`src/rtl/nes_pad_reader_pkg.sv`:
```
// Shared constants for the NES/SNES pad poller: FSM state codes and button bit positions.
package nes_pad_reader_pkg;

   localparam logic [2:0] ST_IDLE  = 3'd0;
   localparam logic [2:0] ST_LATCH = 3'd1;
   localparam logic [2:0] ST_LOW   = 3'd2;
   localparam logic [2:0] ST_HIGH  = 3'd3;
   localparam logic [2:0] ST_DONE  = 3'd4;

   // Bit positions in the buttons/pressed bytes, in pad shift-out order.
   localparam int BTN_A      = 0;
   localparam int BTN_B      = 1;
   localparam int BTN_SELECT = 2;
   localparam int BTN_START  = 3;
   localparam int BTN_UP     = 4;
   localparam int BTN_DOWN   = 5;
   localparam int BTN_LEFT   = 6;
   localparam int BTN_RIGHT  = 7;

endpackage

```
`src/rtl/nes_pad_reader_sync2.sv`:
```
// Two-flop synchroniser for an asynchronous input; resets to 1 (idle level of active-low pad lines).
module nes_pad_reader_sync2 (
   input  logic clk,
   input  logic rstb,
   input  logic d,
   output logic q
);

   logic meta_p0;
   logic sync_p1;

   always_ff @(posedge clk or negedge rstb) begin
      if (!rstb) begin
         meta_p0 <= 1'b1;
         sync_p1 <= 1'b1;
      end else begin
         meta_p0 <= d;
         sync_p1 <= meta_p0;
      end
   end

   assign q = sync_p1;

endmodule

```
`src/rtl/nes_pad_reader.sv`:
```
// NES/SNES pad poller: drives latch/clock, shifts in the button byte and keeps a sticky pressed mask.
module nes_pad_reader
   import nes_pad_reader_pkg::*;
#(
   parameter int unsigned CLK_DIV     = 120,
   parameter int unsigned POLL_PERIOD = 333333,
   parameter int unsigned N_BITS      = 8
) (
   input  logic              clk,
   input  logic              rstb,
   input  logic              start,
   input  logic              auto_en,
   input  logic              clr_pressed,
   input  logic              NES_data,
   output logic              NES_clk,
   output logic              NES_latch,
   output logic [N_BITS-1:0] buttons,
   output logic [N_BITS-1:0] pressed,
   output logic              valid,
   output logic              busy,
   output logic              irq
);

   localparam int PH_W  = (CLK_DIV > 1) ? $clog2(CLK_DIV) : 1;
   localparam int BI_W  = (N_BITS > 1) ? $clog2(N_BITS) : 1;
   localparam int CNT_W = (POLL_PERIOD > 1) ? $clog2(POLL_PERIOD) : 1;

   localparam logic [PH_W-1:0]  PH_LAST  = PH_W'(CLK_DIV - 1);
   localparam logic [BI_W-1:0]  BIT_LAST = BI_W'(N_BITS - 1);
   localparam logic [CNT_W-1:0] CNT_LAST = CNT_W'(POLL_PERIOD - 1);

   logic              sdata;
   logic [2:0]        state;
   logic [2:0]        state_nxt;
   logic [PH_W-1:0]   phase;
   logic              phase_last;
   logic              latch_half;
   logic [BI_W-1:0]   bit_idx;
   logic [N_BITS-1:0] shreg;
   logic [CNT_W-1:0]  cnt;
   logic              tick;
   logic              trig;

   nes_pad_reader_sync2 u_sync2 (
      .clk  (clk),
      .rstb (rstb),
      .d    (NES_data),
      .q    (sdata)
   );

   always_comb begin
      tick       = auto_en && (cnt == CNT_LAST);
      phase_last = (phase == PH_LAST);
      trig       = (start || tick) && (state == ST_IDLE);
      state_nxt  = state;
      case (state)
         ST_IDLE:  if (trig) state_nxt = ST_LATCH;
         ST_LATCH: if (phase_last && latch_half) state_nxt = ST_LOW;
         ST_LOW:   if (phase_last) state_nxt = (bit_idx == BIT_LAST) ? ST_DONE : ST_HIGH;
         ST_HIGH:  if (phase_last) state_nxt = ST_LOW;
         ST_DONE:  state_nxt = ST_IDLE;
         default:  state_nxt = ST_IDLE;
      endcase
   end

   // Poll timer: triggers that land while busy are simply lost, the count keeps wrapping.
   always_ff @(posedge clk or negedge rstb) begin
      if (!rstb) begin
         cnt <= '0;
      end else if (!auto_en || tick) begin
         cnt <= '0;
      end else begin
         cnt <= cnt + 1'b1;
      end
   end

   always_ff @(posedge clk or negedge rstb) begin
      if (!rstb) begin
         state      <= ST_IDLE;
         phase      <= '0;
         latch_half <= 1'b0;
         bit_idx    <= '0;
         shreg      <= '0;
         NES_latch  <= 1'b0;
         NES_clk    <= 1'b0;
      end else begin
         state <= state_nxt;
         if ((state == ST_IDLE) || (state_nxt != state) || phase_last) begin
            phase <= '0;
         end else begin
            phase <= phase + 1'b1;
         end
         // LATCH spans two phase periods; latch_half marks the second one.
         latch_half <= (state == ST_LATCH) && (latch_half || phase_last);
         if (trig) begin
            bit_idx <= '0;
            shreg   <= '0;
         end else if ((state == ST_HIGH) && phase_last) begin
            bit_idx <= bit_idx + 1'b1;
         end
         if ((state == ST_LOW) && phase_last) begin
            shreg[bit_idx] <= ~sdata;
         end
         // Pins are registered from the next state so they never glitch on decode.
         NES_latch <= (state_nxt == ST_LATCH);
         NES_clk   <= (state_nxt == ST_HIGH);
      end
   end

   always_ff @(posedge clk or negedge rstb) begin
      if (!rstb) begin
         buttons <= '0;
         pressed <= '0;
         valid   <= 1'b0;
      end else if (state == ST_DONE) begin
         buttons <= shreg;
         pressed <= (pressed & ~{N_BITS{clr_pressed}}) | (shreg & ~buttons);
         valid   <= 1'b1;
      end else begin
         valid <= 1'b0;
         if (clr_pressed) begin
            pressed <= '0;
         end
      end
   end

   assign busy = (state != ST_IDLE);
   assign irq  = |pressed;

endmodule

```
`config.mk`:
```
export PLATFORM = sky130hd
export DESIGN_NAME = nes_pad_reader
export DESIGN_NICKNAME = d
export VERILOG_FILES = /design/src/rtl/nes_pad_reader_pkg.sv /design/src/rtl/nes_pad_reader_sync2.sv /design/src/rtl/nes_pad_reader.sv
export SDC_FILE = /design/constraint.sdc
export NUM_CORES = 1
export LEC_CHECK = 0
export CAP_MARGIN = 20
export CORE_ASPECT_RATIO = 1.1
export CORE_MARGIN = 2
export CORE_UTILIZATION = 50
export DETAILED_ROUTE_END_ITERATION = 8
export GPL_ROUTABILITY_DRIVEN = 0
export GPL_TIMING_DRIVEN = 0
export HOLD_SLACK_MARGIN = 0.12
export PLACE_DENSITY = 0.71
export SYNTH_ARGS = -nofsm -noshare
export SYNTH_HDL_FRONTEND = slang
export SYNTH_SLANG_ARGS = --single-unit
```
`constraint.sdc`:
```
create_clock -name clk -period 5.5 [get_ports clk]
set_clock_uncertainty 0.05 [all_clocks]
set_input_delay 1.1 -clock clk [delete_from_list [all_inputs] [get_ports clk]]
set_output_delay 1.1 -clock clk [all_outputs]
set_load 0.005 [all_outputs]
```
==> results of run 1 <==
[layout make-up]
cell class | instances | share of cell area, %
plain buffers | 11 | 1.52
clock buffers | 12 | 4.39
clock inverters | 4 | 1.27
inverters | 25 | 2.66
multi-input cells | 197 | 35.9
flip-flops and latches | 62 | 44.0
well taps | 77 | 2.73
repair buffers | 26 | 7.51
[report_power, final]
group	total [mW]	internal [mW]	switching, mW
Sequential	0.506	0.482	0.0240
Combinational	0.0811	0.0365	0.0446
Clock	0.398	0.232	0.166
Total	0.985	0.750	0.235
[registers in the layout, indices dropped and copies added, names as in the netlist]
register / cells
NES_clk: 1
u_sync2.q: 1
state: 3
valid: 1
cnt: 19
latch_half: 1
NES_latch: 1
u_sync2.meta_p0: 1
pressed: 8
phase: 7
shreg: 8
buttons: 8
bit_idx: 3
[critical path: stages (launching register included)]
cell	delay (ns)
dfrtp_1	0.45
nor2_1	0.42
nand2_1	0.10
clkdlybuf4s50_1	0.45
[logic make-up after synthesis]
| logic type | after synthesis | synth area share [%] |
|---|---|---|
| flip-flops | 62 | 52.3 |
| XOR/XNOR | 19 | 5.60 |
| multiplexers | 3 | 1.01 |
| AO/OA/AOI/OAI | 47 | 11.7 |
| buffers and inverters | 36 | 4.97 |
| adder cells (fa/ha/maj) | 5 | 2.11 |
| AND/OR/NAND/NOR | 123 | 22.4 |
[per-stage QoR]
| step | cell area [µm²] | power (mW) | std cells |
|---|---|---|---|
| 6_report | 3530 | 0.985 | 414 |
| 5_1_grt | 3530 | 1.04 | 414 |
| 4_1_cts | 3530 | 1.00 | 414 |
| 3_5_place_dp | 3330 | 0.598 | 398 |
| 3_3_place_gp | 3320 | 0.593 | 397 |
| 2_1_floorplan | 2970 | 0.564 | 295 |
[how the worst max path moves through the flow]
stage | cells after the start | to | start
floorplan | 4 | shreg[2] | auto_en
global placement | 1 | cnt[10] | rstb
detailed placement | 5 | shreg[2] | auto_en
CTS | 3 | busy | state[0]
global route | 3 | busy | state[0]
finish | 3 | busy | state[0]
[per-layer routing]
metal  up-vias  routed length (µm)
met5         -                   0
met4         0                 104
met3         7                 162
met2        44                3040
met1      1081                2430
li1       1116                   -
[cells in the final DEF (no fill, tap or decap), types with 2 or more instances in the layout]
master            n
ha_1              5
or3_1             3
inv_1            25
and2_1            5
nor3_1            6
buf_4             3
dfstp_2           2
xor2_1           12
mux2i_1           3
and4_1            6
clkbuf_1          7
nor2b_1           3
nand2_1          27
o311ai_0          7
clkbuf_8         11
dfrtp_1          60
nand4_1          11
nand2b_1          3
a21oi_1           6
o22ai_1           3
clkdlybuf4s50_1  24
clkinv_2          3
o21ai_0          16
buf_2             2
o32ai_1           9
nand3_1          12
nor2_1           30
xnor2_1           7
and3_1            2
nor4_1            4
==> results by group, run 1 <==
Run status
  • Status: complete, no violations

Synth
  • Synthesized area per cell: 10.1 µm²
  • Synth Flop Type: dfrtp_1
  • Post-Syn Instances: 295
  • Most numerous cell in the Yosys netlist: dfrtp_1
  • Synth unique cells: 45
  • #FFs+latches synth: 62
  • Ys async rst share: 100%
  • Sequential share of the synthesized area: 52.3%
  • Post-synth top cells: 60 x dfrtp_1, 30 x nor2_1, 27 x nand2_1
  • Yosys warns: 0
  • Post-synth top area cell: dfrtp_1
  • Post-synth EDFFs: 0
  • Top-area cell type share of the netlist area: 50.5%
  • Synth area leaders: dfrtp_1 51%, nor2_1 3.8%, xor2_1 3.5%, nand2_1 3.4%, inv_1 3.2%
  • Syn_nets: 306
  • Syn Std Cell Area: 2970 µm²

STA
  • Final Max Tran Viols: 0
  • Final Critical Period: 2.89 ns
  • TNS Setup: 0 ns
  • Final Cycle Share: 52.6%
  • RSZ-0062 raised after global routing: no
  • Max Clk Rate: 346 MHz
  • Final setup vio count: 0
  • Final worst setup slack: 2.61 ns
  • Fin. Hold Viols: 0
  • Relative slew slack: 51.9%
  • Hold Slack: 0.306 ns
  • Worst-Margin Slew: 0.721 ns

Worst setup path
  • Worst Reg-to-Reg Cells: 7
  • CP required: 4.35 ns
  • Reg-to-Reg End: cnt[10]
  • Worst setup EP type: primary output
  • Crit Reg-Reg Startpoint: cnt[0]
  • Slack of the worst reg-to-reg path: 3.30 ns
  • CP Launch Type: flip-flop
  • CP Class: reg2out
  • Max Fanout on Critical Path: 8
  • Arrival time worst endpoint: 1.74 ns

Global route
  • Grt met2 use: 37.1%
  • GRT Residual Overflow: 0
  • GR Layer Usage met1: 23.8%
  • Initial antenna violation count: 0
  • Gr busiest metal: met2
  • Vias in the first global route: 2414
  • First-pass GRT wire length: 10700 µm
  • Pin count of the biggest net entering global routing: 33
  • Total track usage: 20.6%
  • Met3 Usage GRT: 4.68%

Final layout
  • Fill cells: 492
  • Final design utilization: 61.2%
  • Layout Nets: 343
  • Share of layout cells above drive strength 1: 10.4%
  • P&R area growth vs syn: 18.9%
  • Register Area: 1550 µm²
  • Multi-input gate area: 1270 µm²
  • Diode count: 0

Clocking
  • CTS tree: built
  • CTS Root Cell: clkbuf_8
  • Clock buffer depth: 2
  • Clk_lat worst skew: 0.33 ns
  • CTS Sinks: 62
  • TritonCTS Buffers: 9
  • Post-cts sizing count: 0
  • H-tree depth: 3
  • Post-CTS Repair Setup Buffers: 0
  • CTS clk-pin slew, worst paths: 0.06 ns
  • CTS Hold Bufs: 0

Floorplan
  • Die ar.: 6580 µm²
  • Die W: 77.5 µm
  • Initial Utilization: 51.5%
  • Die H: 84.9 µm
  • Top-Level Pins: 27
  • Core Rows: 29
  • Core Box Area: 5770 µm²

Drt
  • Routed Wire Length: 5740 µm
  • Routed WL per cell: 13.9 µm
  • Via density: 5.43
  • Via Count: 2248
  • Number of DRC markers in iteration 0: 97
  • DRC: 0
  • Initial DRT Pass Iterations: 4
  • Post-detailed-route count of antenna-violating nets: 0

Power
  • Pleak: 1.51 nW
  • Pwr Density: 279 nW/µm²
  • VDD IR max: 0.205 mV

Place
  • Port buffer count: 25
  • Pre-CTS setup slack: 2.37 ns
  • Post-DP HPWL: 4160 µm

Hold path
  • Hold path startpoint: u_sync2.meta_p0
  • Hold Crit Depth: 0
  • Hold Path Class: reg2reg
  • Worst Hold End: u_sync2.q

Flow run
  • Max-cap violations: 0
Note: power is estimated with default switching activity, not from simulation.
==> run 2: changes to the inputs <==
==> constraint.sdc (replaced) <==
create_clock -name clk -period 2.8 [get_ports clk]
set_clock_uncertainty 0.05 [all_clocks]
set_input_delay 0.56 -clock clk [delete_from_list [all_inputs] [get_ports clk]]
set_output_delay 0.56 -clock clk [all_outputs]
set_load 0.005 [all_outputs]
==> results of run 2 <==
The final DEF is identical to that of run 1. Status: complete, no violations.
Among the figures that moved: setup slack after placement 2.37 ns -> 0.205 ns; setup slack after layout 2.61 ns -> 0.449 ns; hold slack 0.306 ns -> 0.237 ns; register-to-register setup slack 3.30 ns -> 0.60 ns; total power 0.985 mW -> 1.93 mW; worst IR drop on VDD 0.205 mV -> 0.403 mV
==> run 3: changes to the inputs <==
==> constraint.sdc (replaced) <==
create_clock -name clk -period 2.44 [get_ports clk]
set_clock_uncertainty 0.05 [all_clocks]
set_input_delay 0.488 -clock clk [delete_from_list [all_inputs] [get_ports clk]]
set_output_delay 0.488 -clock clk [all_outputs]
set_load 0.005 [all_outputs]
==> results of run 3 <==
The final DEF is identical to that of run 1. Status: complete, no violations.
Among the figures that moved: setup slack after placement 2.37 ns -> -0.0829 ns; setup slack after layout 2.61 ns -> 0.161 ns; hold slack 0.306 ns -> 0.165 ns; register-to-register setup slack 3.30 ns -> 0.24 ns; total power 0.985 mW -> 2.22 mW; worst IR drop on VDD 0.205 mV -> 0.462 mV
==> variant (settings of run 1) <==
Register the input `clr_pressed` before use, cleared by the reset. The logic sees it one clock later. The other inputs are not delayed to match.
--- a/src/rtl/nes_pad_reader.sv
+++ b/src/rtl/nes_pad_reader.sv
@@ -30,2 +30,12 @@
    localparam logic [CNT_W-1:0] CNT_LAST = CNT_W'(POLL_PERIOD - 1);
+
+   logic clr_pressed_q;
+
+   always_ff @(posedge clk or negedge rstb) begin
+      if (!rstb) begin
+         clr_pressed_q <= '0;
+      end else begin
+         clr_pressed_q <= clr_pressed;
+      end
+   end
 
@@ -116,3 +126,3 @@
          buttons <= shreg;
-         pressed <= (pressed & ~{N_BITS{clr_pressed}}) | (shreg & ~buttons);
+         pressed <= (pressed & ~{N_BITS{clr_pressed_q}}) | (shreg & ~buttons);
          valid   <= 1'b1;
@@ -120,3 +130,3 @@
          valid <= 1'b0;
-         if (clr_pressed) begin
+         if (clr_pressed_q) begin
             pressed <= '0;
Formal check against the unedited RTL: same outputs for any inputs over 10 cycles, from zero or initial values and one cycle with rstb low; that may be too few to reach the edited logic, so the function may still have changed.
==> variant against run 1 <==
- routed wire length decreased by 0.28%
- critical path type unchanged
- setup slack got worse by 110 ps
- maximum frequency decreased by 3.7%
- synthesized area decreased by 2.9%
- first-iteration DRC count increased by 44%
- sequential share of layout area increased by 1.3 points
- design area decreased by 1.3%
- sequential cell count increased by 1
Power is not compared: it rests on default switching activity, and its combinational part moved more than twofold at a synthesized area within 25%.
==> variant: results (changes against run 1) <==
Worst EP arrival=1850 ps (was 1740 ps); Largest register FFs=19 (unchanged); top cells by count, synth=61 x dfrtp_1, 34 x nor2_1, 22 x inv_1, 19 x nand2_1, 18 x o21ai_0 (was 60 x dfrtp_1, 30 x nor2_1, 27 x nand2_1, 25 x inv_1, 16 x o21ai_0); slowest stage delay, CP=450 ps (about the same); CTS clock-pin slew for the worst setup and hold paths=80 ps (was 60 ps); layout cell share with drive strength beyond 1=10.5% (was 10.4%); CTS Buffer Depth=2 (unchanged); CP delay by family, top=buffers and inverters (was simple AND/OR/NAND/NOR gates); H-tree Lvls=3 (unchanged); IO Port Bufs=26 (was 25); Placed Area=0.00326 sq mm (was 0.00333 sq mm); met2 usage=30.0% (was 37.1%); largest net degree at the start of global routing=41 (was 33); ANT cells=0 (unchanged); Met2 Wirelength=2.74 mm (was 3.04 mm); met1 GRT Util=26.2% (was 23.8%); M3 GR Usage=6.17% (was 4.68%); share of synthesized registers carrying an async set or reset=100% (unchanged); DR iter-0 viols=140 (was 97); pre-CTS WS=2860 ps (was 2370 ps); # resized after CTS=0 (unchanged); vias in the first global route=2084 (was 2414); largest cells by area after synthesis=dfrtp_1 53%, nor2_1 4.4%, xor2_1 3.6% (was dfrtp_1 51%, nor2_1 3.8%, xor2_1 3.5%); met3 routed WL=198 microns (was 162 microns); Routed WL=5.72 mm (was 5.74 mm); P_leak=1.48 nW; relative slew slack=63.7% (was 51.9%); GRT Total Usage=19.6% (was 20.6%); Crit-path slowest cell=clkdlybuf4s50_1 (was dfrtp_1); wire length of the first global-routing pass=9.88 mm (was 10.7 mm); First-pass DRT Iterations=4 (unchanged); Cell variety after synth=46 (was 45); Seq/Total Area, Yosys=54.7% (was 52.3%); total CTS buffers=9 (unchanged); final net count=330 (was 343); Net Count, Synth=292 (was 306); status=finished clean (unchanged); Comb. pwr=0.0000232 W; maximum VDD drop=roughly 0.19 mV; detailed placer's ending HPWL=4.04 mm (was 4.16 mm); Int Pwr=0.000744 W; Reg power frac=49.2%; Worst Path Max Fanout=9 (was 8); drt via density=5.44 (was 5.43); met1 wire length=2.66 mm (was 2.43 mm); Post-synth top flop=dfrtp_1 (unchanged)
==> variant: cell count changes after synthesis, sizes merged, moves of 3 or more <==
cell           run 1  this run
nand2             27        19
o21ai             17        20
and2               5         2
a21oi              6         3
or2                0         3
inv               25        22
nor3               6         3
nor2              31        34
o311ai             7         0
o22ai              3         8
==> variant: kinds of logic (layout without fill, tap and decap cells) <==
group,after synthesis,count (layout),synth area share [%]
AND/OR/NAND/NOR,112,112,21.3
flip-flops,63,63,54.7
AO/OA/AOI/OAI,45,45,10.1
buffers and inverters,32,75,4.29
XOR/XNOR,20,20,6.07
adder cells (fa/ha/maj),5,5,2.17
multiplexers,4,4,1.39
==> variant: final cells by class <==
class | count | area (sq um)
multi-input combinational | 186 | 1180
sequential | 63 | 1580
clock inverter | 6 | 92.6
inverter | 22 | 82.6
tap | 77 | 96.3
buffer | 10 | 41.3
timing repair buffer | 27 | 275
fill | 491 | 2170
clock buffer | 10 | 138
==> variant: path summary, 6_finish.rpt <==
| kind | start | cells past startpoint | end | slack, ps |
|---|---|---|---|---|
| worst max register to register | phase[0]$_DFF_PN0_ | 6 | phase[2]$_DFF_PN0_ | 3530 |
| max in group asynchronous | rstb | 2 | cnt[6]$_DFF_PN0_ | 4120 |
| worst max-delay path | state[2]$_DFF_PN0_ | 4 | busy | 2500 |
| worst min register to register | u_sync2.meta_p0$_DFF_PN1_ | 0 | u_sync2.q$_DFF_PN1_ | 310 |
| min in group asynchronous | rstb | 1 | cnt[12]$_DFF_PN0_ | 680 |
| worst min-delay path | u_sync2.meta_p0$_DFF_PN1_ | 0 | u_sync2.q$_DFF_PN1_ | 310 |
==> variant: per-stage QoR <==
step,instances,hold WS (ps)
CTS,401,313
global route,401,315
detailed placement,385,302
finish,401,310
floorplan,281,295
global placement,384,298
